### src/rtl/e1000_pkg.sv
// Shared definitions for the e1000 interrupt block: cause bit positions,
// FSM state encoding and the default throttle prescale.
package e1000_pkg;

  localparam int CAUSE_W = 31;

  localparam int TXDW   = 0;
  localparam int TXQE   = 1;
  localparam int LSC    = 2;
  localparam int RXSEQ  = 3;
  localparam int RXDMT0 = 4;
  localparam int RXO    = 6;
  localparam int RXT0   = 7;
  localparam int MDAC   = 9;

  localparam int INT_ASSERTED = 31;

  localparam int ITR_TICK_CYCLES_DEF = 32;

  typedef enum logic [1:0] {
    ST_IDLE   = 2'd0,
    ST_WAIT   = 2'd1,
    ST_ASSERT = 2'd2
  } intr_state_e;

endpackage

### src/rtl/e1000_itr_timer.sv
// Interrupt throttle timer: a free-running prescaler generates ITR ticks and a
// down-counter holds off the next assertion until it reaches zero.
module e1000_itr_timer
  import e1000_pkg::*;
#(
  parameter int ITR_TICK_CYCLES = ITR_TICK_CYCLES_DEF,
  parameter int TICK_W          = 6
) (
  input  logic        aclk,
  input  logic        aresetn,
  input  logic [15:0] i_itr,
  input  logic        i_load,
  input  logic        i_zero,
  output logic        o_thr_zero
);

  localparam logic [TICK_W-1:0] TICK_LAST = TICK_W'(ITR_TICK_CYCLES - 1);

  logic [TICK_W-1:0] r_presc;
  logic [15:0]       r_thr_cnt;
  logic              w_tick;

  assign w_tick     = (r_presc == TICK_LAST);
  assign o_thr_zero = (r_thr_cnt == 16'd0);

  // The prescaler never re-phases, so the first interval may be up to one tick short.
  always_ff @(posedge aclk or negedge aresetn) begin
    if (!aresetn)    r_presc <= '0;
    else if (w_tick) r_presc <= '0;
    else             r_presc <= r_presc + 1'b1;
  end

  // A zero ITR write overrides a simultaneous load so throttling stops at once.
  always_ff @(posedge aclk or negedge aresetn) begin
    if (!aresetn)                       r_thr_cnt <= 16'd0;
    else if (i_zero)                    r_thr_cnt <= 16'd0;
    else if (i_load)                    r_thr_cnt <= i_itr;
    else if (w_tick && !o_thr_zero)     r_thr_cnt <= r_thr_cnt - 16'd1;
  end

endmodule

### src/rtl/e1000_intr_ctrl.sv
// Interrupt cause/mask/throttle engine: latches hardware and software causes,
// applies the mask and drives a throttled level interrupt.
module e1000_intr_ctrl
  import e1000_pkg::*;
#(
  parameter int ITR_TICK_CYCLES = ITR_TICK_CYCLES_DEF,
  parameter int TICK_W          = 6
) (
  input  logic        aclk,
  input  logic        aresetn,
  input  logic [31:0] ICR,
  input  logic        ICR_set,
  input  logic        ICR_get,
  output logic [31:0] ICR_fb,
  input  logic [31:0] ICS,
  input  logic        ICS_set,
  input  logic [31:0] IMS,
  input  logic        IMS_set,
  input  logic [31:0] IMC,
  input  logic        IMC_set,
  input  logic [31:0] ITR,
  input  logic        ITR_set,
  output logic [31:0] IMS_fb,
  input  logic [30:0] evt_i,
  output logic        intr_o
);

  logic [CAUSE_W-1:0] r_cause;
  logic [CAUSE_W-1:0] r_mask;
  logic [15:0]        r_itr;
  intr_state_e        r_state;
  intr_state_e        w_state_nxt;

  logic [CAUSE_W-1:0] w_set;
  logic [CAUSE_W-1:0] w_clr;
  logic [CAUSE_W-1:0] w_mset;
  logic [CAUSE_W-1:0] w_mclr;
  logic               w_pending;
  logic               w_thr_zero;
  logic               w_load;
  logic               w_itr_zero_wr;
  logic               w_unused;

  assign w_set  = evt_i | (ICS_set ? ICS[CAUSE_W-1:0] : '0);
  assign w_clr  = (ICR_set ? ICR[CAUSE_W-1:0] : '0) | {CAUSE_W{ICR_get}};
  assign w_mset = IMS_set ? IMS[CAUSE_W-1:0] : '0;
  assign w_mclr = IMC_set ? IMC[CAUSE_W-1:0] : '0;

  assign w_pending     = |(r_cause & r_mask);
  assign w_itr_zero_wr = ITR_set && (ITR[15:0] == 16'd0);
  assign w_unused      = ^{ITR[31:16], ICR[31], ICS[31], IMS[31], IMC[31]};

  // Set is ORed in after the clear so a coincident event is never lost.
  always_ff @(posedge aclk or negedge aresetn) begin
    if (!aresetn) begin
      r_cause <= '0;
      r_mask  <= '0;
      r_itr   <= 16'd0;
    end else begin
      r_cause <= (r_cause & ~w_clr) | w_set;
      r_mask  <= (r_mask | w_mset) & ~w_mclr;
      if (ITR_set) r_itr <= ITR[15:0];
    end
  end

  always_ff @(posedge aclk or negedge aresetn) begin
    if (!aresetn) r_state <= ST_IDLE;
    else          r_state <= w_state_nxt;
  end

  always_comb begin
    w_state_nxt = r_state;
    case (r_state)
      ST_IDLE: begin
        if (w_pending) w_state_nxt = w_thr_zero ? ST_ASSERT : ST_WAIT;
      end
      ST_WAIT: begin
        if (!w_pending)      w_state_nxt = ST_IDLE;
        else if (w_thr_zero) w_state_nxt = ST_ASSERT;
      end
      ST_ASSERT: begin
        if (!w_pending) w_state_nxt = ST_IDLE;
      end
      default: w_state_nxt = ST_IDLE;
    endcase
  end

  assign w_load = (r_state != ST_ASSERT) && (w_state_nxt == ST_ASSERT);

  e1000_itr_timer #(
    .ITR_TICK_CYCLES (ITR_TICK_CYCLES),
    .TICK_W          (TICK_W)
  ) u_itr_timer (
    .aclk       (aclk),
    .aresetn    (aresetn),
    .i_itr      (r_itr),
    .i_load     (w_load),
    .i_zero     (w_itr_zero_wr),
    .o_thr_zero (w_thr_zero)
  );

  assign intr_o = (r_state == ST_ASSERT);

  always_comb begin
    ICR_fb               = {1'b0, r_cause};
    ICR_fb[INT_ASSERTED] = intr_o;
  end

  assign IMS_fb = {1'b0, r_mask};

endmodule

### config.mk
export PLATFORM = sky130hd
export DESIGN_NAME = e1000_intr_ctrl
export DESIGN_NICKNAME = d
export VERILOG_FILES = /design/src/rtl/e1000_pkg.sv /design/src/rtl/e1000_itr_timer.sv /design/src/rtl/e1000_intr_ctrl.sv
export SDC_FILE = /design/constraint.sdc
export NUM_CORES = 1
export LEC_CHECK = 0
export CAP_MARGIN = 0
export CORE_AREA = 5 5 114 116
export CTS_CLUSTER_SIZE = 14
export DETAILED_ROUTE_END_ITERATION = 16
export DIE_AREA = 0 0 119 121
export MAX_ROUTING_LAYER = met4
export PLACE_DENSITY = 0.94
export SLEW_MARGIN = 20
export SYNTH_ARGS = -nofsm -noshare
export SYNTH_HDL_FRONTEND = slang
export SYNTH_SLANG_ARGS = --single-unit
### constraint.sdc
create_clock -name aclk -period 4.2 [get_ports aclk]
set_clock_uncertainty 0.15 [all_clocks]
set_input_delay 0.42 -clock aclk [delete_from_list [all_inputs] [get_ports aclk]]
set_output_delay 0.42 -clock aclk [all_outputs]
set_load 0.005 [all_outputs]
==> results.md <==
* Run status: finished, violations left
* Failing checks: hold timing
* Share of the synthesized area in the top cell type at 0.5242
* CTS tree: yes
* Total gr overflow at 0
* Synthesized Nets at 683
* Fillers at 903
* Number of setup buffers added after CTS at 0
* Vias in the first global route at 5,371
* Endpoints failing hold at 78
* Peak supply drop at 0.2007 mV
* Crit-path max cell delay at 0.94 ns
* Initial DRC Count at 399
* CP Data Required Time at 4.24 ns
* Wire length per cell at 21.42 um
* CP cell instances: clkdlybuf4s50_1 -> nor4b_1 -> and3_1 -> and3_1 -> a211oi_1
* CTS clk-pin slew, worst paths at 0.07 ns
* First-pass iteration count of the detailed router at 5
* First-pass GRT wire length at 28.95 mm
* Setup violations, final at 0
* XOR/XNOR share of the synthesized area at 0.02518
* Register area at 2552 sq um
* Die Y at 121 um
* Leakage power at 3.016 nW
* Multi-input logic area at 2196 sq um
* Post-synthesis adder-cell area fraction at 0.007708
* Placer congestion estimate at 0.8687
* Critical Path Start Type: input port
* WP data arrival at 2.74 ns
* Vias per inst at 5.690
* Max-Cap Viols at 0
* Vias at 4,922
* Clock Tree Root: clkbuf_16
* Minimum clock period at 2.705 ns
* Share of layout cells above drive strength 1 at 0.07542
* Antenna Nets Post-Route at 0
* CTS max path bufs at 2
* Mux cell area share after synthesis at 0.03674
* Final Cycle Share at 0.6440
* Async SR Flop Fraction at 1.000
* Drc violations at 0
* Number of synthesized register bits at 102
* Core Area at 11,810 sq um
* Cells after Synth at 481
* HPWL Detailed at 14.43 mm
* Crit end category: flop
* Crit-path slowest cell: clkdlybuf4s50_1
* Simple-Gate Fraction of Synth Area at 0.1853
* Area contributors post-synth: dfrtp_1, a21oi_1, nand2_1, nand3b_1, mux2_2
* Synth cell count leaders: dfrtp_1, a21oi_1, nand2_1
* I/O Pins at 264
* Die area at 14,400 sq um
* Post-Syn Area per Cell at 10.12 sq um
* Synth unique cells at 45
* Fin cells at 865
* Total GRT Usage at 0.2693
* Initial Utilization at 0.4123
* Ys Warns at 0
* Area leader, netlist: dfrtp_1
* Post-Route Setup TNS at 0 ns
* Synth-to-layout area growth at 57.61%
* FP Rows at 40
* Final WL at 18.53 mm
* RSZ-0062 raised after global routing: no
* Hold/Removal Path Class: in -> async
* CTS H-tree depth at 3
* Synthesized area at 4870 sq um
* Crit path max fanout at 19
* Resize count post-CTS at 0
* Pwr Density at 320.6 nW/um^2
* TritonCTS Buffers at 9
* Largest net degree at the start of global routing at 80
* Antenna violations before repair at 2
* Actual slew at the worst max-slew pin at 1.012 ns
* Clock Latency Late Sink at 0.35 ns
* Port-buffer cells at 242
* Crit path top cell by count: and3_1
* Post-synthesis sequential area ratio at 0.5242
* CP Class: in -> reg
* F_max at 369.7 MHz
* # nets final at 913
* Die width at 119 um
* Combinational family with the most area after synthesis: compound AO/OA/AOI/OAI gates
* R2R setup slack at 1.54 ns
* EDFF count, synth at 0
* Hold Slack at -0.05155 ns
* Top FF cell, synth: dfrtp_1
* CTS Sinks at 102
* Count of hold buffers inserted by post-cts repair at 0
* Placed insts at 847
* Relative slew slack at 0.3235
* Most numerous cell in the Yosys netlist: dfrtp_1
* Synth Area in Compound Gates at 0.1930
* Fin. max-slew vios at 0
path summary, 6_finish.rpt:
check / depth (start not counted) / from / endpoint
setup / recovery: 5 / ITR_set / u_itr_timer.r_thr_cnt[0]$_DFFE_PN0P_
hold / removal: 1 / aresetn / r_itr[1]$_DFFE_PN0P_
setup reg to reg: 5 / u_itr_timer.r_thr_cnt[12]$_DFFE_PN0P_ / u_itr_timer.r_thr_cnt[0]$_DFFE_PN0P_
hold reg to reg: 1 / u_itr_timer.r_presc[0]$_DFF_PN0_ / u_itr_timer.r_presc[0]$_DFF_PN0_
max in group asynchronous: 2 / aresetn / r_cause[10]$_DFF_PN0_
min in group aclk: 1 / u_itr_timer.r_presc[0]$_DFF_PN0_ / u_itr_timer.r_presc[0]$_DFF_PN0_
metrics by stage:
step,util,hold slack (ns),area [sq um],power (mW),setup slack (ns)
finish,0.6498,-0.05155,7675,2.461,1.495
global placement,0.6251,0.2941,7383,1.609,1.320
CTS,0.6498,0.1273,7675,2.474,1.463
detailed placement,0.6247,0.3108,7378,1.626,1.154
floorplan,-,-0.02559,4870,1.249,1.874
global route,0.6498,0.01527,7675,2.562,1.313
layer usage:
layer | up-vias | track usage | share of wire
li1 | 2212 | - | -
met1 | 2354 | 0.3054 | 0.38
met2 | 297 | 0.4405 | 0.49
met3 | 59 | 0.06434 | 0.085
met4 | 0 | 0.1499 | 0.046
met5 | - | - | 0
cell families after synthesis:
family / after synthesis
simple gates: 164
compound gates: 150
flops: 102
buf+inv: 31
mux: 16
xor+xnor: 14
fa+ha+maj: 3
other cells: 1
cell type report:
class,count,share of cell area
tap,147,0.02396
inverter,6,0.002934
antenna,2,0.0006521
clock inverter,7,0.009292
multi-input combinational,348,0.2861
clock buffer,9,0.02934
sequential,102,0.3326
timing repair buffer,244,0.3151
critical path: cells and delay by family:
| kind | cells | cell delay, ns |
|---|---|---|
| AO/OA/AOI/OAI | 1 | 0.10 |
| buffers and inverters | 1 | 0.94 |
| AND/OR/NAND/NOR | 3 | 1.28 |
power breakdown:
group	switching, mW	internal (mW)	total, mW
registers	0.0702	1.05	1.12
clock network	0.384	0.465	0.848
logic	0.185	0.304	0.489
total	0.639	1.82	2.46
cell usage in the layout, fill, tap and decap left out, types with 4 or more instances in the layout:
| master | count |
|---|---|
| nand2_1 | 76 |
| inv_1 | 6 |
| nor4b_1 | 4 |
| a211oi_1 | 18 |
| buf_2 | 4 |
| nor2_1 | 9 |
| nor3_1 | 4 |
| dfrtp_1 | 102 |
| nand3b_1 | 31 |
| nor3b_1 | 5 |
| clkdlybuf4s50_1 | 237 |
| nor4_1 | 7 |
| xnor2_1 | 8 |
| clkbuf_16 | 9 |
| o21ai_0 | 5 |
| a21oi_1 | 97 |
| a22oi_1 | 14 |
| nand3_1 | 8 |
| a211oi_2 | 10 |
| mux2_2 | 15 |
| xor2_1 | 6 |
registers in the layout (all words and copies together), names as in the netlist:
register               cells
u_itr_timer.r_thr_cnt     16
r_mask                    31
r_itr                     16
r_state                    2
r_cause                   31
u_itr_timer.r_presc        6
Note: power is estimated with default switching activity, not from simulation.
